==> config.mk <==
export PLATFORM = sky130hd
export DESIGN_NAME = uart_rx_os16
export DESIGN_NICKNAME = d
export VERILOG_FILES = /design/src/rtl/uart_rx_os16.sv
export SDC_FILE = /design/constraint.sdc
export NUM_CORES = 1
export LEC_CHECK = 0
export ABC_AREA = 1
export BUFFER_PORTS_ARGS = -buffer_cell sky130_fd_sc_hd__buf_2
export CORE_ASPECT_RATIO = 0.7
export CORE_MARGIN = 4
export CORE_UTILIZATION = 56
export CTS_BUF_LIST = sky130_fd_sc_hd__clkbuf_8
export CTS_CLUSTER_DIAMETER = 30
export DETAILED_ROUTE_END_ITERATION = 8
export GPL_TIMING_DRIVEN = 1
export HOLD_SLACK_MARGIN = 0.02
export PLACE_DENSITY_LB_ADDON = 0.25
export SETUP_SLACK_MARGIN = 0.5
export SLEW_MARGIN = 0
export SYNTH_ARGS = -nofsm -noshare
export SYNTH_HDL_FRONTEND = slang
export SYNTH_SLANG_ARGS = --single-unit
==> constraint.sdc <==
create_clock -name clk -period 1.5 [get_ports clk]
set_input_delay 0 -clock clk [delete_from_list [all_inputs] [get_ports clk]]
set_output_delay 0 -clock clk [all_outputs]
set_load 0.1 [all_outputs]
==> src/rtl/uart_rx_os16.sv <==
// rtl/uart_rx_os16.sv - UART 8N1 receiver with 16x oversampling
// Mid-bit sampling of a synchronised rx line; one-cycle valid / framing-error strobes.
module uart_rx_os16 #(
  parameter int CLK_TICKS = 54
) (
  input  logic       clk,
  input  logic       rst,
  input  logic       rx,
  output logic [7:0] data,
  output logic       data_valid,
  output logic       frame_err
);

  localparam int TW = (CLK_TICKS > 1) ? $clog2(CLK_TICKS) : 1;

  typedef enum logic [2:0] {
    S_IDLE,
    S_START,
    S_DATA,
    S_STOP,
    S_WAIT_IDLE
  } state_t;

  state_t       state_q, state_d;
  logic         rx_meta_q, rx_s_q;
  logic [TW-1:0] tick_cnt_q;
  logic         tick;
  logic [3:0]   os_cnt_q, os_cnt_d;
  logic [2:0]   bit_idx_q, bit_idx_d;
  logic [7:0]   shift_q, shift_d;
  logic [7:0]   data_q, data_d;
  logic         valid_q, valid_d;
  logic         ferr_q, ferr_d;

  assign tick = (tick_cnt_q == TW'(CLK_TICKS - 1));

  always_ff @(posedge clk) begin
    if (rst) begin
      rx_meta_q  <= 1'b1;
      rx_s_q     <= 1'b1;
      tick_cnt_q <= '0;
    end else begin
      rx_meta_q  <= rx;
      rx_s_q     <= rx_meta_q;
      tick_cnt_q <= tick ? '0 : tick_cnt_q + 1'b1;
    end
  end

  always_ff @(posedge clk) begin
    if (rst) begin
      state_q   <= S_IDLE;
      os_cnt_q  <= '0;
      bit_idx_q <= '0;
      shift_q   <= '0;
      data_q    <= '0;
      valid_q   <= 1'b0;
      ferr_q    <= 1'b0;
    end else begin
      state_q   <= state_d;
      os_cnt_q  <= os_cnt_d;
      bit_idx_q <= bit_idx_d;
      shift_q   <= shift_d;
      data_q    <= data_d;
      valid_q   <= valid_d;
      ferr_q    <= ferr_d;
    end
  end

  always_comb begin
    state_d   = state_q;
    os_cnt_d  = os_cnt_q;
    bit_idx_d = bit_idx_q;
    shift_d   = shift_q;
    data_d    = data_q;
    valid_d   = 1'b0;
    ferr_d    = 1'b0;
    if (tick) begin
      case (state_q)
        S_IDLE: begin
          if (!rx_s_q) begin
            state_d  = S_START;
            os_cnt_d = '0;
          end
        end
        S_START: begin
          // Re-check at mid start bit so short low glitches are rejected.
          if (os_cnt_q == 4'd7) begin
            if (!rx_s_q) begin
              state_d   = S_DATA;
              os_cnt_d  = '0;
              bit_idx_d = '0;
            end else begin
              state_d = S_IDLE;
            end
          end else begin
            os_cnt_d = os_cnt_q + 4'd1;
          end
        end
        S_DATA: begin
          if (os_cnt_q == 4'd15) begin
            shift_d[bit_idx_q] = rx_s_q;
            os_cnt_d           = '0;
            if (bit_idx_q == 3'd7) begin
              state_d = S_STOP;
            end else begin
              bit_idx_d = bit_idx_q + 3'd1;
            end
          end else begin
            os_cnt_d = os_cnt_q + 4'd1;
          end
        end
        S_STOP: begin
          // Leaving at mid stop bit leaves half a bit to catch a back-to-back start edge.
          if (os_cnt_q == 4'd15) begin
            os_cnt_d = '0;
            if (rx_s_q) begin
              data_d  = shift_q;
              valid_d = 1'b1;
              state_d = S_IDLE;
            end else begin
              ferr_d  = 1'b1;
              state_d = S_WAIT_IDLE;
            end
          end else begin
            os_cnt_d = os_cnt_q + 4'd1;
          end
        end
        S_WAIT_IDLE: begin
          if (rx_s_q) begin
            state_d = S_IDLE;
          end
        end
        default: begin
          state_d = S_IDLE;
        end
      endcase
    end
  end

  assign data       = data_q;
  assign data_valid = valid_q;
  assign frame_err  = ferr_q;

endmodule

# Yosys cells after proc, flatten, opt, wreduce, memory -nomap -nowiden
# Cells that the tools add are included.
# W data, S select, Z words.
[word_totals]
reg_bits = 36
in_bits = 3
out_inout_bits = 10
elab_cells = 69
[op_classes]
addsub = 3
order_cmp = 2
n_eq_ne = 16
n_mux = 23
n_bitwise = 3
reduce_logical = 12
[op_table]
columns = ["cell", "count"]
rows = [
  ["$mux W3", 11],
  ["$ne A2 B2 Y1 const B", 8],
  ["$pmux W3 S5", 1],
  ["$mux W4", 3],
  ["$pmux W4 S3", 1],
  ["$bwmux W8", 1],
  ["$reduce_and A7 Y1", 1],
  ["$add A6 B1 Y6 const B", 1],
  ["$eq A3 B2 Y1 const B", 2],
  ["$eq A3 B3 Y1 const B", 2],
  ["$eq A6 B6 Y1 const B", 1],
  ["$pmux W3 S2", 1],
  ["$reduce_and A6 Y1", 1],
  ["$add A4 B1 Y4 const B", 1],
  ["$eq A4 B3 Y1 const B", 1],
  ["$eq A4 B4 Y1 const B", 1],
  ["$lt A3 B4 Y1 const B", 1],
  ["$reduce_and A4 Y1", 1],
  ["$reduce_or A2 Y1", 2],
  ["$reduce_or A4 Y1", 1],
  ["$add A3 B1 Y3 const B", 1],
  ["$demux W1 S3", 1],
  ["$eq A3 B1 Y1 const B", 1],
  ["$ge A3 B1 Y1 const B", 1],
  ["other kinds (9)", 13],
]

# Depth between registers and ports, before layout
# Gate-level depths: netlist (run 1).
[logic_depth]
ltp_word = 5
ltp_mapped = 10
depth_no_buf = 10

# Worst setup path after synthesis (run 1)
# Ideal clock, no wire load.
[synth_path]
path_type = "register -> register"
startpoint = "register tick_cnt_q[0]"
endpoint = "register data_q[6], in the netlist data[6]"
setup_ps = 120
arrival_time_ps = 1261
required_time_ps = 1380
slack_ps = 119
path_stages_with_launch = 8
path_buffers = 1
period_less_slack_ps = 1381
cell_sequence = "dfxtp_1 ha_1 nand3_2 nor2_8 nand3_2 buf_6 o21ai_1 a21oi_1"
[synth_between]
elab_chain_cells = 2
[synth_lines]
columns = ["element", "line_no", "rtl"]
rows = [
  ["start, declared", "26", "logic [TW-1:0] tick_cnt_q;"],
  ["start signal, assigned", "45", "tick_cnt_q <= tick ? '0 : tick_cnt_q + 1'b1;"],
  ["$eq A6 B6 Y1", "35", "assign tick = (tick_cnt_q == TW'(CLK_TICKS - 1));"],
  ["$reduce_and A4 Y1 (no source line)", "n/a", ""],
  ["end signal, assigned", "63", "data_q <= data_d;"],
  ["end, declared", "31", "logic [7:0] data_q, data_d;"],
]
# No other way between the ends.
# A chain may end at the register's enable or synchronous reset.

# Final worst setup path (run 1)
[layout_path]
startpoint = "register tick_cnt_q[1]"
endpoint = "register shift_q[7]"
[layout_between]
elab_chain_cells = 2
[layout_lines]
columns = ["element", "line_no", "rtl"]
rows = [
  ["$eq A6 B6 Y1", "35", ""],
  ["$reduce_and A3 Y1 (no source line)", "n/a", ""],
  ["end signal, assigned", "62", "shift_q <= shift_d;"],
  ["end, declared", "30", "logic [7:0] shift_q, shift_d;"],
]
# No other way between the ends.

==> out/results.md, run 1 <==
| Stage | Metric | Value |
| --- | --- | --- |
| status | Run status | complete, no violations |
| worst setup path | Highest net fanout along the worst path | 7 |
| global route | Vias in the first global route | 1,635 |
| clock tree | H-tree Lvls | 2 |
| final layout | Filler-free cell count of the finished design | 347 |
| global route | Total global routing track utilization | 21.8% |
| sta | Upper clock frequency limit | 697 MHz |
| sta | Final-layout worst hold slack | 0.145 ns |
| worst setup path | Endpoint of the most critical register-to-register path | shift_q[7] |
| drt | Number of iterations in the first detailed-routing pass | 4 |
| synth | Post-Syn Nets | 274 |
| floorplanning | FP Rows | 17 |
| final layout | Area of the multi-input gates | 1230 sq um |
| global route | Wire length of the first global-routing pass | 7470 um |
| final layout | Number of filler cells placed in the layout | 179 |
| sta | Post-layout minimum cycle time | 1.43 ns |
| synth | Post-synthesis cell type count | 28 |
| sta | Sum of negative setup slack | 0 ns |
| worst hold path | Hold Crit Class | in -> reg |
| drt | Average wire length per cell after detail routing | 14.3 um |
| final layout | Net count, final | 316 |
| synth | Mapped Cells | 266 |
| worst setup path | Register-to-register setup slack | 0.07 ns |
| clock tree | Clock latency on the worst-skew pair | 0.29 ns |
| worst setup path | Crit path arrival time | 1.63 ns |
| place | Routability cong. | 0.840 |
| pwr | IR drop worst, VDD | 0.939 mV |
| pwr | Leak | 1.11 nW |
| worst setup path | Worst-case reg-to-reg path depth | 8 |
| floorplanning | Effective utilization at floorplan | 58.5% |
| final layout | Fraction of layout instances using a drive strength above 1 | 40.1% |
| worst setup path | Startpoint types | flip-flop |
| final layout | Number of inserted diodes | 0 |
| floorplanning | Die Outline Area | 4280 sq um |
| synth | Share of Yosys cell area claimed by the top area cell type | 39.1% |
| worst hold path | Capture endpoint of the worst hold path | os_cnt_q[0] |
| drt | Vias after detailed routing | 1,829 |
| floorplanning | Chip width | 76.5 um |
| synth | Fraction of registers with async set or reset after synthesis | 0% |
| synth | Leading cell type by number of instances after synthesis | sky130_fd_sc_hd__nand2_1 |
| drt | Aggregate routed wire length | 4950 um |
| worst setup path | First element of the critical path | tick_cnt_q[1] |
| floorplanning | Floorplan Core Area | 3150 sq um |
| drt | Via density | 5.27 |
| worst setup path | Critical Setup Path Class | reg -> reg |
| clock tree | Deepest clock path buffer count | 2 |
| final layout | Area Growth Syn to Fin | 41.5% |
| sta | Final Max Tran Viols | 0 |
| worst setup path | Startpoint of the most critical register-to-register path | tick_cnt_q[1] |
| synth | Ranking of synthesized cells by instance count | sky130_fd_sc_hd__nand2_1 (58), sky130_fd_sc_hd__nor2_1 (50), sky130_fd_sc_hd__dfxtp_1 (36) |
| global route | Maximum number of pins on one net before global-route repair | 17 |
| worst setup path | Critical Path End Type | flip-flop |
| synth | Synth Cell Area | 1840 sq um |
| sta | Share of the clock period used by the worst path | 95.6% |
| synth | Synth Register Bits | 36 |
| sta | Final hold viol count | 0 |
| job | Count of max-cap constraint violations | 0 |
| drt | Number of routed nets with antenna violations | 0 |
| clock tree | Clock sink count | 36 |
| clock tree | Clk root buf | sky130_fd_sc_hd__clkbuf_8 |
| place | Cell total after placement | 317 |
| worst setup path | Data required time at the worst endpoint | 1.69 ns |
| floorplanning | Boundary Pins | 13 |
| drt | Violation count after the first detailed-route iteration | 183 |
| synth | Share of synthesized area occupied by flip-flops and latches | 39.1% |
| drt | Number of design rule violations left after detail routing | 0 |
| sta | Transition at the pin with the smallest max-transition slack | 0.322 ns |
| sta | RSZ-0062 raised after global routing | yes |
| global route | Remaining Overflow, GRT | 0 |
| sta | Headroom to the max-slew limit | 78.5% |
| final layout | FF+latch area | 743 sq um |
| synth | Synth warn | 0 |
| pwr | P per Cell Area | 698 nW/um^2 |
| sta | Setup Viol. Count Final | 0 |
| place | Half-perimeter wire length after detailed placement | 2590 um |
| synth | Top FF cell, synth | sky130_fd_sc_hd__dfxtp_1 |
| clock tree | TritonCTS clock tree | built |
| synth | Number of flops mapped to enable cells by yosys | 0 |
| synth | Top cells by area in the synthesized netlist | sky130_fd_sc_hd__dfxtp_1 (39%), sky130_fd_sc_hd__nand2_1 (12%), sky130_fd_sc_hd__nor2_1 (10%) |
| place | PortBufs | 12 |
| synth | Synthesized area per cell | 6.92 sq um |
| clock tree | Register clock-pin slew on the reported worst setup and hold paths | 0.07 ns |
| floorplanning | Chip height | 56.0 um |
| worst hold path | Beginning of the worst hold path | rst |
| clock tree | TritonCTS Buffers | 5 |
| worst hold path | Hold path cells | 4 |
| global route | Antenna violations before repair | 0 |
| synth | Largest area contributor in the netlist | sky130_fd_sc_hd__dfxtp_1 |
| sta | Clock skew | 0.00818 ns |
-- logic make-up (layout without fill, tap and decap cells) --
| group | Yosys count | in the layout | synth area share [%] |
|---|---|---|---|
| fa+ha+maj | 5 | 5 | 3.40 |
| simple gates | 156 | 157 | 39.7 |
| compound gates | 24 | 24 | 6.86 |
| flops | 36 | 36 | 39.1 |
| xor+xnor | 2 | 2 | 0.951 |
| buf+inv | 43 | 85 | 9.99 |
-- report_power, final --
part | total (mW) | leakage [nW] | internal (mW) | switching (mW)
clock network | 0.724 | 0.0510 | 0.367 | 0.357
registers | 0.967 | 0.297 | 0.959 | 0.00725
logic | 0.129 | 0.763 | 0.0608 | 0.0686
-- final cells by class --
cell class	instances	share of cell area, %
clock buffers	6	3.17
inverters	37	5.33
well taps	38	1.82
clock inverters	2	0.384
multi-input cells	188	47.2
flip-flops and latches	36	28.5
repair buffers	40	13.5
-- cells in the final DEF (no fill, tap or decap), drive strengths merged --
cell type    netlist  layout
nand2             64      64
nor2              57      57
buf                5      38
inv               37      37
dfxtp             36      36
nand3             24      25
a21oi             13      13
o21ai             10      10
clkbuf             1       6
ha                 5       5
nor3               4       4
nand4              3       3
or2                2       2
clkinv             0       2
dlygate4sd3        0       2
xor2               2       2
o21a               1       1
nor4               1       1
nor3b              1       1
-- critical path, stage by stage (launching register included) --
cell	delay, ns
sky130_fd_sc_hd__dfxtp_2	0.33
sky130_fd_sc_hd__inv_2	0.07
sky130_fd_sc_hd__ha_4	0.15
sky130_fd_sc_hd__nand3_4	0.08
sky130_fd_sc_hd__nor2_8	0.24
sky130_fd_sc_hd__buf_4	0.18
sky130_fd_sc_hd__nand3_1	0.11
sky130_fd_sc_hd__nor2_1	0.13
sky130_fd_sc_hd__nor2_1	0.05
-- registers in the layout (all words and copies together) (netlist names) --
register    cells
data            8
rx_s_q          1
rx_meta_q       1
shift_q         8
bit_idx_q       3
frame_err       1
tick_cnt_q      6
data_valid      1
state_q         3
os_cnt_q        4
-- metal layers --
metal  global-route usage (%)  vias to the layer above  wire length (um)
li1                         -                      910                 -
met1                     29.4                      858              2230
met2                     33.3                       55              2420
met3                     6.63                        6               241
met4                     7.24                        0                55
met5                        0                        -                 0
-- stage by stage --
stage | setup slack (ns) | total power, mW | utilization, % | cell area (sq um)
floorplan | 0.174 | 1.04 | - | 1920
finish | 0.0657 | 1.82 | 82.8 | 2610
CTS | 0.119 | 1.79 | 76.9 | 2420
global placement | 0.0579 | 1.06 | 64.7 | 2040
detailed placement | 0.0191 | 1.06 | 64.7 | 2040
global route | -0.0428 | 1.87 | 82.8 | 2610
-- repair_timing --
action,CTS,global route
resized for setup,44,37
endpoints found under the hold margin,5,0
hold buffers,2,0
pin swaps,19,22
cloned,1,0
setup endpoints to repair,44,34
setup buffers,13,6
-- worst max-delay path by stage --
stage                       endpoint  slack [ns]
final                     shift_q[7]        0.07
after global routing      shift_q[3]       -0.04
after CTS                    data[2]        0.12
after detailed placement     data[2]        0.02
after global placement       data[2]        0.06
after floorplan              data[6]        0.17
No activity file was read; power rests on OpenSTA's default activity.
==> inputs of run 2 (changes only) <==
Settings changed: CORE_UTILIZATION 56 to 30.
==> out/results.md, run 2 (synthesis gave the netlist of run 1 again) <==
| Stage | Metric | Value | Change |
| --- | --- | --- | --- |
| sta | Transition at the pin with the smallest max-transition slack | 0.278 ns | was 0.322 ns |
| worst setup path | Peak per-stage delay on the critical path | 0.32 ns | was 0.33 ns |
| sta | Final hold viol count | 3 | was 0 |
| global route | Vias in the first global route | 1,577 | was 1,635 |
| status | Violated checks | negative hold slack |  |
| worst setup path | Worst-case reg-to-reg path depth | 10 | was 8 |
| worst setup path | Highest-delay cell along the critical path | sky130_fd_sc_hd__dfxtp_2 | unchanged |
| sta | Upper clock frequency limit | 718 MHz | was 697 MHz |
| drt | Number of iterations in the first detailed-routing pass | 4 | unchanged |
| job | Count of max-cap constraint violations | 0 | unchanged |
| place | Pre-CTS setup slack | 0.0287 ns | was 0.0191 ns |
| floorplanning | Effective utilization at floorplan | 31.5% | was 58.5% |
| sta | Final-layout worst hold slack | -0.0167 ns | was 0.145 ns |
| floorplanning | FP Rows | 23 | was 17 |
| clock tree | TritonCTS Buffers | 5 | unchanged |
| clock tree | TritonCTS clock tree | built | unchanged |
| sta | Setup Viol. Count Final | 0 | unchanged |
| drt | Violation count after the first detailed-route iteration | 78 | was 183 |
| floorplanning | Chip height | 73.6 um | was 56.0 um |
| final layout | Net count, final | 314 | was 316 |
| final layout | Final instance area | 2500 sq um | was 2610 sq um |
| sta | RSZ-0062 raised after global routing | yes | unchanged |
| clock tree | Clk root buf | sky130_fd_sc_hd__clkbuf_8 | unchanged |
| sta | Share of the clock period used by the worst path | 92.8% | was 95.6% |
| worst setup path | Startpoint types | flip-flop | unchanged |
| floorplanning | Chip width | 102 um | was 76.5 um |
| drt | Vias after detailed routing | 1,736 | was 1,829 |
| global route | Total global routing track utilization | 12.5% | was 21.8% |
| worst setup path | Critical Setup Path Class | reg -> reg | unchanged |
| worst setup path | Buffering stage count on the worst path with inverters included | 2 | unchanged |
| global route | Remaining Overflow, GRT | 0 | unchanged |
| worst setup path | Crit path arrival time | 1.58 ns | was 1.63 ns |
| place | PortBufs | 12 | unchanged |
| worst setup path | Critical Path End Type | flip-flop | unchanged |
| sta | Clock skew | 0.00495 ns | was 0.00818 ns |
| status | Run status | finished, violations left | was complete, no violations |
| final layout | Leading cell types in the layout, fill and taps excluded | sky130_fd_sc_hd__nand2_1 (50), sky130_fd_sc_hd__nor2_1 (49), sky130_fd_sc_hd__inv_1 (33) | was sky130_fd_sc_hd__nand2_1 (48), sky130_fd_sc_hd__nor2_1 (43), sky130_fd_sc_hd__inv_1 (30) |
| worst hold path | Hold path cells | 2 | was 4 |
| clock tree | H-tree Lvls | 2 | unchanged |
| floorplanning | Boundary Pins | 13 | unchanged |
| clock tree | Hold-fix buffer count after cts | 1 | was 2 |
| worst setup path | Data required time at the worst endpoint | 1.68 ns | was 1.69 ns |
| place | Half-perimeter wire length after detailed placement | 2890 um | was 2590 um |
| worst setup path | Delay-heaviest family, CP | simple AND/OR/NAND/NOR gates | unchanged |
| clock tree | Clock sink count | 36 | unchanged |
| worst setup path | Startpoint of the most critical register-to-register path | tick_cnt_q[1] | unchanged |
| clock tree | Clock latency on the worst-skew pair | 0.29 ns | about the same |
| sta | Final Max Tran Viols | 0 | unchanged |
| clock tree | Deepest clock path buffer count | 2 | unchanged |
| final layout | Area Growth Syn to Fin | 35.6% | was 41.5% |
| final layout | Utilization after layout | 42.8% | was 82.8% |
| sta | Setup WS post-layout | 0.108 ns | was 0.0657 ns |
| pwr | P per Cell Area | 701 nW/um^2 | was 698 nW/um^2 |
| worst hold path | Hold Crit Class | in -> reg | unchanged |
| final layout | Fraction of layout instances using a drive strength above 1 | 35.5% | was 40.1% |
| worst setup path | Crit-path cells | inv_2 > ha_4 > nand3_4 > nor2_8 > buf_12 > nand3_2 > nor2_4 > nand2_1 > nand2_1 > nor2_1 | was inv_2 > ha_4 > nand3_4 > nor2_8 > buf_4 > nand3_1 > nor2_1 > nor2_1 |
| floorplanning | Die Outline Area | 7480 sq um | was 4280 sq um |
| clock tree | Register clock-pin slew on the reported worst setup and hold paths | 0.07 ns | about the same |
| worst setup path | Most prevalent standard cell on the critical path | sky130_fd_sc_hd__nand2_1 | was sky130_fd_sc_hd__nor2_1 |
| place | Routability cong. | 0.779 | was 0.840 |
| worst setup path | Endpoint of the most critical register-to-register path | state_q[1] | was shift_q[7] |
| final layout | Number of inserted diodes | 0 | unchanged |
| drt | Number of routed nets with antenna violations | 0 | unchanged |
| drt | Via density | 4.54 | was 5.27 |
| worst hold path | Beginning of the worst hold path | rst | unchanged |
| global route | Wire length of the first global-routing pass | 7330 um | was 7470 um |
| pwr | Leak | 1.07 nW | was 1.11 nW |
| drt | Average wire length per cell after detail routing | 11.1 um | was 14.3 um |
| pwr | IR drop worst, VDD | 0.396 mV | was 0.939 mV |
| global route | Maximum number of pins on one net before global-route repair | 16 | was 17 |
| drt | Aggregate routed wire length | 4240 um | was 4950 um |
| worst setup path | Highest net fanout along the worst path | 6 | was 7 |
| global route | Antenna violations before repair | 0 | unchanged |
| final layout | Area of the multi-input gates | 1140 sq um | was 1230 sq um |
| worst setup path | Register-to-register setup slack | 0.11 ns | was 0.07 ns |
| final layout | FF+latch area | 744 sq um | was 743 sq um |
| place | Post-DP Area | 2100 sq um | was 2040 sq um |
| final layout | Number of filler cells placed in the layout | 591 | was 179 |
| sta | Headroom to the max-slew limit | 81.4% | was 78.5% |
| drt | Number of design rule violations left after detail routing | 0 | unchanged |
| sta | Post-layout minimum cycle time | 1.39 ns | was 1.43 ns |
| worst hold path | Capture endpoint of the worst hold path | os_cnt_q[1] | was os_cnt_q[0] |
| final layout | Leading cell type in the layout, fill and taps excluded | sky130_fd_sc_hd__nand2_1 | unchanged |
| floorplanning | Floorplan Core Area | 5840 sq um | was 3150 sq um |
==> run 2: cell count changes in the layout (fill, tap and decap cells not counted), sizes merged <==
cell	previous run	this run
inv	37	39
clkinv	2	0
nor2	57	58
dlygate4sd3	2	1
buf	38	36
==> run 2: layout make-up <==
cell class	count	area share, %
Multi-Input combinational cell	189	45.5
Sequential cell	36	29.8
Timing Repair Buffer	37	11.7
Inverter	37	5.66
Tap cell	75	3.76
Clock buffer	6	3.31
Clock inverter	2	0.301
==> run 2: through the flow <==
step                      setup TNS (ns)  instances  hold slack, ns  total power [mW]
after floorplan                        0        266          0.0617              1.04
final                                  0        382         -0.0167              1.75
after CTS                              0        375         -0.0266              1.77
after global routing            -0.00285        382         -0.0131              1.83
after global placement                 0        356           0.186              1.06
after detailed placement               0        356           0.186              1.07
==> run 2: how the worst max path moves through the flow <==
stage               slack, ns  depth (start not counted)           from         end
floorplan                0.17                          8  tick_cnt_q[1]     data[6]
global placement         0.04                          7  tick_cnt_q[1]     data[2]
detailed placement       0.03                          7  tick_cnt_q[1]     data[1]
CTS                      0.11                         10  tick_cnt_q[1]  shift_q[2]
global route           -0.002                          9    os_cnt_q[0]  shift_q[0]
finish                   0.11                         10  tick_cnt_q[1]  state_q[1]
==> run 2: per-layer routing <==
metal  vias up  GRT usage, %  routed length [um]  part of all wire, %
li1        907             -                   -                    -
met1       798          18.5                2270                   54
met2        29          17.4                1750                   41
met3         2          2.94                 179                  4.2
met4         0          4.72                  41                 0.97
met5         -             0                   0                    0
==> run 2: repair_timing <==
action | CTS | global route
pin swaps | 18 | 19
gates cloned | 2 | 0
buffers inserted | 8 | 7
gates resized for setup | 34 | 18
endpoints found under the hold margin | 4 | 3
setup endpoints to repair | 44 | 34
==> run 2: power by group <==
group	switching (mW)	total, mW	internal (mW)
clock network	0.339	0.700	0.361
registers	0.00724	0.967	0.959
logic	0.0490	0.0847	0.0358
total	0.395	1.75	1.36
==> inputs of run 3 (changes only) <==
Settings changed: BUFFER_PORTS_ARGS -buffer_cell sky130_fd_sc_hd__buf_2 to unset, DONT_BUFFER_PORTS set to 1, HOLD_SLACK_MARGIN 0.02 to unset.
==> out/results.md, run 3 (synthesis gave the netlist of run 1 again) <==
| Stage | Metric | Value | Change |
| --- | --- | --- | --- |
| sta | Final-layout worst hold slack | 0.0622 ns | was -0.0167 ns |
| floorplanning | Floorplan Core Area | 5840 sq um | unchanged |
| final layout | Final instance area | 2500 sq um | about the same |
| worst setup path | Startpoint types | flip-flop | unchanged |
| drt | Via density | 4.51 | was 4.54 |
| sta | Upper clock frequency limit | 707 MHz | was 718 MHz |
| final layout | Leading cell types in the layout, fill and taps excluded | sky130_fd_sc_hd__nand2_1 (49), sky130_fd_sc_hd__nor2_1 (46), sky130_fd_sc_hd__inv_1 (30) | was sky130_fd_sc_hd__nand2_1 (50), sky130_fd_sc_hd__nor2_1 (49), sky130_fd_sc_hd__inv_1 (33) |
| final layout | Area Growth Syn to Fin | 35.7% | was 35.6% |
| sta | Share of the clock period used by the worst path | 94.3% | was 92.8% |
| clock tree | Register clock-pin slew on the reported worst setup and hold paths | 0.08 ns | was 0.07 ns |
| final layout | Number of inserted diodes | 0 | unchanged |
| worst setup path | Crit path arrival time | 1.60 ns | was 1.58 ns |
| worst setup path | Critical Setup Path Class | reg -> reg | unchanged |
| worst hold path | Hold Crit Class | in -> reg | unchanged |
| drt | Number of routed nets with antenna violations | 0 | unchanged |
| global route | Met1 Track Usage GR | 16.3% | was 18.5% |
| global route | Remaining Overflow, GRT | 0 | unchanged |
| floorplanning | Chip width | 102 um | unchanged |
| floorplanning | Die Outline Area | 7480 sq um | unchanged |
| final layout | Fraction of layout instances using a drive strength above 1 | 35.1% | was 35.5% |
| sta | Setup Viol. Count Final | 0 | unchanged |
| final layout | Net count, final | 306 | was 314 |
| clock tree | Clk root buf | sky130_fd_sc_hd__clkbuf_8 | unchanged |
| place | Half-perimeter wire length after detailed placement | 2900 um | was 2890 um |
| clock tree | Clock sink count | 36 | unchanged |
| floorplanning | Boundary Pins | 13 | unchanged |
| sta | Clock skew | 0.00580 ns | was 0.00495 ns |
| drt | Number of iterations in the first detailed-routing pass | 4 | unchanged |
| worst setup path | Critical Path End Type | flip-flop | unchanged |
| floorplanning | FP Rows | 23 | unchanged |
| global route | Vias in the first global route | 1,458 | was 1,577 |
| drt | Aggregate routed wire length | 4100 um | was 4240 um |
| place | PortBufs | 0 | was 12 |
| final layout | Leading cell type in the layout, fill and taps excluded | sky130_fd_sc_hd__nand2_1 | unchanged |
| drt | Vias after detailed routing | 1,685 | was 1,736 |
| place | Post-DP Area | 2110 sq um | was 2100 sq um |
| pwr | P per Cell Area | 722 nW/um^2 | was 701 nW/um^2 |
| global route | Wire length of the first global-routing pass | 6690 um | was 7330 um |
| drt | Violation count after the first detailed-route iteration | 79 | was 78 |
| drt | Average wire length per cell after detail routing | 10.9 um | was 11.1 um |
| clock tree | Deepest clock path buffer count | 2 | unchanged |
| sta | RSZ-0062 raised after global routing | yes | unchanged |
| global route | Global-route met2 utilization | 15.9% | was 17.4% |
| global route | Busiest layer in global routing | met1 | unchanged |
| floorplanning | Chip height | 73.6 um | unchanged |
| sta | Transition at the pin with the smallest max-transition slack | 0.405 ns | was 0.278 ns |
| clock tree | TritonCTS Buffers | 5 | unchanged |
| global route | Met3 usage in global routing | 3.98% | was 2.94% |
| drt | Number of design rule violations left after detail routing | 0 | unchanged |
| place | Cell total after placement | 354 | was 356 |
| global route | Antenna violations before repair | 0 | unchanged |
| pwr | IR drop worst, VDD | 0.347 mV | was 0.396 mV |
| sta | Setup WS post-layout | 0.0851 ns | was 0.108 ns |
| sta | Final Max Tran Viols | 0 | unchanged |
| job | Count of max-cap constraint violations | 0 | unchanged |
| sta | Post-layout minimum cycle time | 1.41 ns | was 1.39 ns |
| pwr | Leak | 1.08 nW | was 1.07 nW |
| clock tree | Clock latency on the worst-skew pair | 0.29 ns | about the same |
| worst setup path | Highest net fanout along the worst path | 6 | unchanged |
| status | Run status | complete, no violations | was finished, violations left |
| global route | Maximum number of pins on one net before global-route repair | 17 | was 16 |
| sta | Headroom to the max-slew limit | 73.0% | was 81.4% |
| final layout | Filler-free cell count of the finished design | 374 | was 382 |
| worst setup path | Data required time at the worst endpoint | 1.69 ns | was 1.68 ns |
| global route | Total global routing track utilization | 11.5% | was 12.5% |
| place | Routability cong. | 0.875 | was 0.779 |
| clock tree | TritonCTS clock tree | built | unchanged |
| floorplanning | Effective utilization at floorplan | 31.5% | unchanged |
| sta | Final hold viol count | 0 | was 3 |
| place | Pre-CTS setup slack | 0.0743 ns | was 0.0287 ns |
| clock tree | H-tree Lvls | 2 | unchanged |
[run 3: changes by cell type in the layout (fill, tap and decap cells not counted), moves of 3 or more]
cell,change
sky130_fd_sc_hd__nor2_1,-3
sky130_fd_sc_hd__nand2_2,-3
sky130_fd_sc_hd__nand2_4,+4
sky130_fd_sc_hd__buf_4,-9
sky130_fd_sc_hd__buf_6,+5
sky130_fd_sc_hd__inv_1,-3
[run 3: power breakdown]
| group | switching, mW | leakage (nW) | internal [mW] | total [mW] |
|---|---|---|---|---|
| sequential | 0.00989 | 0.296 | 0.959 | 0.969 |
| combinational | 0.0569 | 0.732 | 0.0545 | 0.111 |
| clock | 0.357 | 0.0510 | 0.367 | 0.723 |
| total | 0.424 | 1.08 | 1.38 | 1.80 |
[run 3: cell type report]
class	instances	area [sq um]
Fill cell	605	3340
Multi-Input combinational cell	187	1170
Sequential cell	36	742
Timing Repair Buffer	31	260
Inverter	37	144
Tap cell	75	93.8
Clock buffer	6	82.6
Clock inverter	2	10.0
[run 3: routing by layer]
| metal | share of wire [%] | wire length [um] | vias up |
|---|---|---|---|
| met5 | 0 | 0 | - |
| met4 | 1.7 | 69 | 0 |
| met3 | 3.4 | 140 | 6 |
| met2 | 41 | 1680 | 22 |
| met1 | 54 | 2200 | 760 |
| li1 | - | - | 897 |
[run 3: final timing paths]
kind | from | to | slack [ns] | depth (start not counted)
setup / recovery | tick_cnt_q[1] | shift_q[0] | 0.09 | 9
hold / removal | rst | os_cnt_q[0] | 0.06 | 3
setup reg to reg | tick_cnt_q[1] | shift_q[0] | 0.09 | 9
hold reg to reg | rx_meta_q | rx_s_q | 0.42 | 1
[run 3: through the flow]
step | util [%] | setup TNS (ns) | power (mW)
after floorplan | - | 0 | 1.04
after global placement | 36.2 | 0 | 1.06
after detailed placement | 36.2 | 0 | 1.06
after CTS | 39.2 | 0 | 1.80
after global routing | 42.8 | -0.0562 | 1.89
final | 42.8 | 0 | 1.80
[run 3: worst max-delay path, cell delays in order (launching register included)]
cell and delay, ns:
sky130_fd_sc_hd__dfxtp_2 0.33, sky130_fd_sc_hd__inv_2 0.06, sky130_fd_sc_hd__ha_4 0.14, sky130_fd_sc_hd__nand3_4 0.09
sky130_fd_sc_hd__nor2_8 0.20, sky130_fd_sc_hd__nand2_4 0.09, sky130_fd_sc_hd__nor2_4 0.13, sky130_fd_sc_hd__nand2_1 0.10
sky130_fd_sc_hd__nor2_1 0.10, sky130_fd_sc_hd__nor2_1 0.05
[run 3: what timing repair did]
action | CTS | global route
buffers inserted | 3 | 7
hold endpoints to repair | 5 | 5
endpoints found under the setup margin | 34 | 34
pin swaps | 5 | 19
hold buffers | 1 | 1
resized for setup | 17 | 42
